## src/rtl/simon_pkg.sv

```systemverilog
// Shared constants and types for the two-share SIMON-128/128 key schedule.
package simon_pkg;

    localparam int KW      = 64;
    localparam int NROUNDS = 68;
    localparam int ZLEN    = 62;
    localparam int RND_W   = 7;

    localparam logic [KW-1:0]    SIMON_C  = 64'hFFFF_FFFF_FFFF_FFFC;
    // Bit j holds the j-th character of the z2 string, so z_sr[0] is the first z bit used.
    localparam logic [ZLEN-1:0]  SIMON_Z2 =
        62'b110011011010_0111111000_1000010100_0110010010_1100000011_1011110101;
    localparam logic [RND_W-1:0] LAST_RND = RND_W'(NROUNDS - 1);

    localparam logic [1:0] RDY_LOAD = 2'd1;
    localparam logic [1:0] RDY_RUN  = 2'd3;

    typedef struct packed {
        logic [KW-1:0] k1;
        logic [KW-1:0] k0;
    } share_t;

endpackage

```

## src/rtl/simon_key_share_step.sv

```systemverilog
// One key-expansion step for a single share; the round constant is added only when add_const is set.
// Latency: combinational.
// Backpressure: none.
module simon_key_share_step
    import simon_pkg::*;
(
    input  logic [KW-1:0] k0,
    input  logic [KW-1:0] k1,
    input  logic          zbit,
    input  logic          add_const,
    output logic [KW-1:0] k_next
);

    logic [KW-1:0] rc;
    logic [KW-1:0] k1_ror3;
    logic [KW-1:0] k1_ror4;

    assign k1_ror3 = {k1[2:0], k1[KW-1:3]};
    assign k1_ror4 = {k1[3:0], k1[KW-1:4]};

    always_comb begin
        rc = '0;
        if (add_const) begin
            rc = SIMON_C ^ {{(KW-1){1'b0}}, zbit};
        end
        k_next = k0 ^ k1_ror3 ^ k1_ror4 ^ rc;
    end

endmodule

```

## src/rtl/simon_key_share_sched.sv

```systemverilog
// Two-share SIMON-128/128 key schedule; shares expand independently, constant on share A only.
// Latency: round-0 key visible directly after load; one update per odd-counter cycle, saturating at round 67.
// Backpressure: none; data_rdy 0/2 (and even counter) hold all state.
module simon_key_share_sched
    import simon_pkg::*;
(
    input  logic          clk,
    input  logic          rst_n,
    input  logic [1:0]    data_rdy,
    input  logic [7:0]    counter,
    input  logic          key_bit_a,
    input  logic          key_bit_b,
    output logic [KW-1:0] key_ina,
    output logic [KW-1:0] key_inb,
    output logic          key_last
);

    share_t           sh_a;
    share_t           sh_b;
    logic [ZLEN-1:0]  z_sr;
    logic [RND_W-1:0] rnd;
    logic [KW-1:0]    next_a;
    logic [KW-1:0]    next_b;
    logic             do_load;
    logic             do_step;
    logic             unused_counter_hi;

    assign unused_counter_hi = ^counter[7:1];

    assign do_load = (data_rdy == RDY_LOAD);
    assign do_step = (data_rdy == RDY_RUN) && counter[0] && (rnd < LAST_RND);

    simon_key_share_step u_step_a (
        .k0        (sh_a.k0),
        .k1        (sh_a.k1),
        .zbit      (z_sr[0]),
        .add_const (1'b1),
        .k_next    (next_a)
    );

    simon_key_share_step u_step_b (
        .k0        (sh_b.k0),
        .k1        (sh_b.k1),
        .zbit      (z_sr[0]),
        .add_const (1'b0),
        .k_next    (next_b)
    );

    // Serial load shifts {K1,K0} right by one with the new bit entering at K1[63].
    always_ff @(posedge clk or negedge rst_n) begin
        if (!rst_n) begin
            sh_a <= '0;
            sh_b <= '0;
            z_sr <= SIMON_Z2;
            rnd  <= '0;
        end else if (do_load) begin
            sh_a.k1 <= {key_bit_a, sh_a.k1[KW-1:1]};
            sh_a.k0 <= {sh_a.k1[0], sh_a.k0[KW-1:1]};
            sh_b.k1 <= {key_bit_b, sh_b.k1[KW-1:1]};
            sh_b.k0 <= {sh_b.k1[0], sh_b.k0[KW-1:1]};
            z_sr    <= SIMON_Z2;
            rnd     <= '0;
        end else if (do_step) begin
            sh_a.k0 <= sh_a.k1;
            sh_a.k1 <= next_a;
            sh_b.k0 <= sh_b.k1;
            sh_b.k1 <= next_b;
            z_sr    <= {z_sr[0], z_sr[ZLEN-1:1]};
            rnd     <= rnd + 1'b1;
        end
    end

    assign key_ina  = sh_a.k0;
    assign key_inb  = sh_b.k0;
    assign key_last = (rnd == LAST_RND);

endmodule

```

## config.mk

```make
export PLATFORM = sky130hd
export DESIGN_NAME = simon_key_share_sched
export DESIGN_NICKNAME = d
export VERILOG_FILES = /design/src/rtl/simon_pkg.sv /design/src/rtl/simon_key_share_step.sv /design/src/rtl/simon_key_share_sched.sv
export SDC_FILE = /design/constraint.sdc
export NUM_CORES = 1
export LEC_CHECK = 0
export CORE_MARGIN = 1.5
export CORE_UTILIZATION = 55
export DETAILED_ROUTE_END_ITERATION = 10
export MAX_ROUTING_LAYER = met4
export PLACE_DENSITY = 0.78
export RECOVER_POWER = 100
export SKIP_CTS_REPAIR_TIMING = 1
export SYNTH_ARGS = -nofsm -noshare
export SYNTH_HDL_FRONTEND = slang
export SYNTH_HIERARCHICAL = 1
export SYNTH_SLANG_ARGS = --single-unit
```

## constraint.sdc

```tcl
create_clock -name clk -period 2.1 [get_ports clk]
set_clock_uncertainty 0.15 [all_clocks]
set_input_delay 0.21 -clock clk [delete_from_list [all_inputs] [get_ports clk]]
set_output_delay 0.21 -clock clk [all_outputs]
set_load 0.005 [all_outputs]
```

# Yosys cells after proc, flatten, opt, wreduce, memory -nomap -nowiden
# Index checks and enable logic that the tools add are counted.
# word_totals
reg_bits	325
inputBits	14
out_inout_bits	129
word_cells	27
# classes
addsub	1
order_cmp	1
eq_ne	3
muxes	8
bitwise_logic	5
n_reduce_logical	3
# op_table
cell	count
$mux W128	4
$xor A64 B64 Y64	5
$mux W62	2
$mux W7	2
$add A7 B1 Y7 const B	1
$eq A7 B7 Y1 const B	1
$lt A7 B7 Y1 const B	1
$eq A2 B1 Y1 const B	1
$eq A2 B2 Y1 const B	1
$logic_and A1 B1 Y1	2
$reduce_bool A2 Y1	1

# Depth between registers and ports, before layout
# logic_depth
word_depth	5
mapped_depth	7
mapped_depth_nobuf	4

# By module
# The synthesis kept the hierarchy.
# by_module_without_submodules
module	instances	cells_per_inst	area_each_um2	seq_area_each_um2
simon_key_share_sched	1	1860	15810.2	8171.6
simon_key_share_step	2	165	1475.2	0.0

# Least setup slack after synthesis
# OpenSTA, ideal clock, no wires.
# synth_path
kind	reg-to-reg
from	register rnd[2]
to	register rnd[2]
setup_ns	0.120
t_arrival_ns	1.457
required_time_ns	1.830
slack_ns	0.373
path_stages_with_launch	7
n_path_buf	2
synth_period_minus_slack_ns	1.727
cell_sequence	dfrtp_1 -> nor4_2 -> a41o_1 -> buf_4 -> buf_6 -> a21oi_1 -> a31o_2
# synth_between
elab_chain_len	3
elab_cells_between_ends	6
classes_between	add/sub: 1; order compare: 1; mux: 2; reduce/logical: 2
# synth_lines
element	line	text
start: declaration	simon_key_share_sched.sv:21	logic [RND_W-1:0] rnd;
start signal: assignment	simon_key_share_sched.sv:69	rnd <= rnd + 1'b1;
$add A7 B1 Y7 or $lt A7 B7 Y1 (tied branches)	simon_key_share_sched.sv:69, simon_key_share_sched.sv:31	
$mux W7 or $logic_and A1 B1 Y1 (tied branches)	simon_key_share_sched.sv:63, simon_key_share_sched.sv:31	
$mux W7 or $reduce_bool A2 Y1 (tied branches)	--	
# Several ways; a longest one is shown, not always the timed one. The select of a mux whose other input is x is not followed.
# A chain may end at the register's enable or synchronous reset.

# Final worst setup path
# layout_path
from	register rnd[4]
to	register, netlist name sh_b[102]
# layout_between
elab_chain_len	3
# layout_lines
element	line	text
$lt A7 B7 Y1	simon_key_share_sched.sv:31	assign do_step = (data_rdy == RDY_RUN) && counter[0] && (rnd < LAST_RND);
$logic_and A1 B1 Y1	simon_key_share_sched.sv:31	
$reduce_bool A2 Y1 (no source line)	--	
# No other way between the ends.

==> impl_metrics.json <==
{
  "tightest_slew_ns": 1.221,
  "r2r_slack_ns": 0.08,
  "drt_iter0_markers": 1479,
  "viasPerCell": 5.755,
  "die_y_um": 187.7,
  "placeableCoreArea_um2": 33530,
  "synth-edff-count": 0,
  "dr_total_vias": 15080,
  "min_path_type": "in -> reg",
  "p_leak_uw": 0.009121,
  "pwr-share-clk_pct": 20.2,
  "synth.area.mux_share_pct": 0,
  "path_class": "reg -> reg",
  "synthDistinctLibCells": 28,
  "drt-wirelength-per-cell_um": 15.82,
  "track_usage_pct": 24.27,
  "ys_seq_area_share_pct": 43.56,
  "netlist_instances": 2190,
  "routed_wirelength_mm": 41.45,
  "pin_count": 143,
  "synth_compound_area_share_pct": 1.067,
  "finalHoldWorstSlack_ns": 0.1379,
  "drive_above_1_share_pct": 8.241,
  "syn_nets": 2205,
  "fmax_mhz": 493.9,
  "worstPathMaxFanout": 49,
  "io_buffer_count": 135,
  "ys_seq_elements": 325,
  "p_seq_share_pct": 37.5,
  "place_ws_ns": -0.005993,
  "dpl.hpwl_mm": 26.13,
  "num_rows": 67,
  "ant_nets": 0,
  "initial_core_util_pct": 55.95,
  "antenna_found_initial": 0,
  "drc": 0,
  "cp-end-kind": "register",
  "grt_pass1_vias": 14320,
  "yosys_most_used_dff": "dfrtp_1",
  "detailed_place.area_um2": 19830,
  "finalCritPeriodShare_pct": 96.42,
  "finalSetupViolCount": 0,
  "arrival_ns": 2.27,
  "die_w_um": 187.7,
  "syn-cell-area_um2": 18760,
  "place_congestion": 0.8431,
  "status": "completed",
  "clockRootBuffer": "clkbuf_16",
  "post-route-min-period_ns": 2.025,
  "synthAdderAreaFrac_pct": 0.06669,
  "synth_warnings": 6,
  "layout.nets": 2159,
  "switchingPower_uw": 12400,
  "worstSetupStartpointType": "register",
  "path_clk_slew_ns": 0.06,
  "power.internal_uw": 21380,
  "yosys-top-cells-area": "dfrtp_1 39%, nand3_1 21%, xnor2_1 12%",
  "synth_top_family_by_area": "simple AND/OR/NAND/NOR gates",
  "crit_required_ns": 2.34,
  "yosys.area.top_type": "dfrtp_1",
  "synthXorXnorAreaFrac_pct": 15.27,
  "peakVddDrop_mv": 0.8331,
  "power_frac_comb_pct": 42.2,
  "worstSkewPairLatency_ns": 0.53,
  "area.growth.synth_to_final_pct": 12.58,
  "htreeDepth": 2,
  "diodes": 0,
  "sw_frac_of_total_pct": 36.71,
  "die_area_um2": 35230,
  "finalMaxSlewViolations": 0,
  "grt_pass1_wl_mm": 71.14,
  "slew_headroom_pct": 18.62,
  "cts_tree": "yes",
  "async_reset_ff_share_pct": 100.0,
  "pwr_density_cell_nw_per_um2": 1600,
  "ctsLongestPathBuffers": 3,
  "cts.sinks": 325,
  "grt_max_degree": 78,
  "numCtsBuffers": 37,
  "final_area_um2": 21120,
  "cap_viol_max_count": 0,
  "grt-ovfl-total": 0,
  "postSynthAreaPerCell_um2": 8.566,
  "synth.top_cell.area_share_pct": 39.22,
  "finalPower_uw": 33780,
  "setup_tns_ns": 0,
  "finalHoldViolCount": 0,
  "drtPass1Iterations": 5,
  "worst_slack_ns": 0.07512,
  "synth_simple_gate_area_share_pct": 29.53
}
==> through the flow <==
step	utilization [%]	cells
final	62.99	2620
after global routing	62.99	2620
after CTS	63.00	2617
after detailed placement	59.15	2550
after global placement	59.15	2550
after floorplan	-	2190
==> kinds of logic after synthesis <==
group | after synthesis
compound gates | 37
xor+xnor | 324
fa+ha+maj | 1
buf+inv | 301
flops | 325
other cells | 2
simple gates | 1200
==> cells in the mapped netlist (2+ instances only) <==
cell type	instances
nand3_1	799
nand2_1	386
dfrtp_1	294
xnor2_1	254
buf_4	136
clkbuf_1	69
xor2_1	68
buf_2	42
a21oi_1	33
dfstp_2	31
buf_6	24
buf_1	22
buf_8	8
nor2_1	5
and3_1	3
conb_1	2
nand4_1	2
xnor3_1	2
==> worst max-delay path: stages, from the launching register on <==
cell and delay [ns]:
dfrtp_1 0.44, nor4_4 0.29, buf_4 0.16, buf_4 0.11
a41oi_4 0.12, buf_12 0.20, buf_12 0.20, nand3_1 0.12
nand3_1 0.10
==> flip-flops by register name, indices dropped and copies added (netlist names) <==
register  cells
key_ina      64
key_inb      64
rnd           7
sh_a         64
sh_b         64
z_sr         62
==> layout by cell type (no fill, tap or decap), types with 3 or more instances in the layout <==
cell type	netlist	final
a21oi_1	33	33
and3_1	3	3
buf_12	0	34
buf_4	136	38
buf_6	24	4
bufinv_16	0	5
clkbuf_1	69	7
clkbuf_16	0	39
clkbuf_8	0	6
clkdlybuf4s50_1	0	133
clkinv_2	0	8
dfrtp_1	294	294
dfstp_2	31	31
nand2_1	386	386
nand3_1	799	799
nor2_1	5	5
xnor2_1	254	254
xor2_1	68	68
==> worst paths after layout <==
kind	startpoint	endpoint	cells after the start
max	rnd[4]$_DFFE_PN0P_	sh_b[102]$_DFFE_PN0P_	8
min	key_bit_a	sh_a[127]$_DFFE_PN0P_	3
max reg2reg	rnd[4]$_DFFE_PN0P_	sh_b[102]$_DFFE_PN0P_	8
min reg2reg	z_sr[1]$_DFFE_PN0P_	z_sr[0]$_DFFE_PN1P_	2
max in group asynchronous	rst_n	sh_b[124]$_DFFE_PN0P_	3
min in group asynchronous	rst_n	key_inb[18]$_DFFE_PN0P_	2
==> cell type report <==
cell class,instances,area [µm²]
fillers,2682,12410
multi-input cells,1564,8682
flip-flops and latches,325,8172
repair buffers,216,2415
clock buffers,52,1085
well taps,448,560.5
clock inverters,15,206.4
==> power groups by stage <==
| stage | combinational, µW | clock, µW | sequential, µW |
|---|---|---|---|
| floorplan | 11800 | 0 | 11600 |
| global placement | 13800 | 0 | 12600 |
| detailed placement | 14100 | 0 | 12700 |
| CTS | 14300 | 6970 | 12600 |
| global route | 15800 | 7250 | 13100 |
| finish | 14300 | 6830 | 12700 |
==> per-layer routing <==
| layer | share of wire [%] | up-vias | track usage [%] |
|---|---|---|---|
| met1 | 43 | 7446 | 32.57 |
| met4 | 1.9 | 0 | 6.585 |
| li1 | - | 7121 | - |
| met3 | 6.1 | 71 | 4.417 |
| met2 | 49 | 440 | 37.92 |
| met5 | 0 | - | - |
No activity file was read; power rests on OpenSTA's default activity.
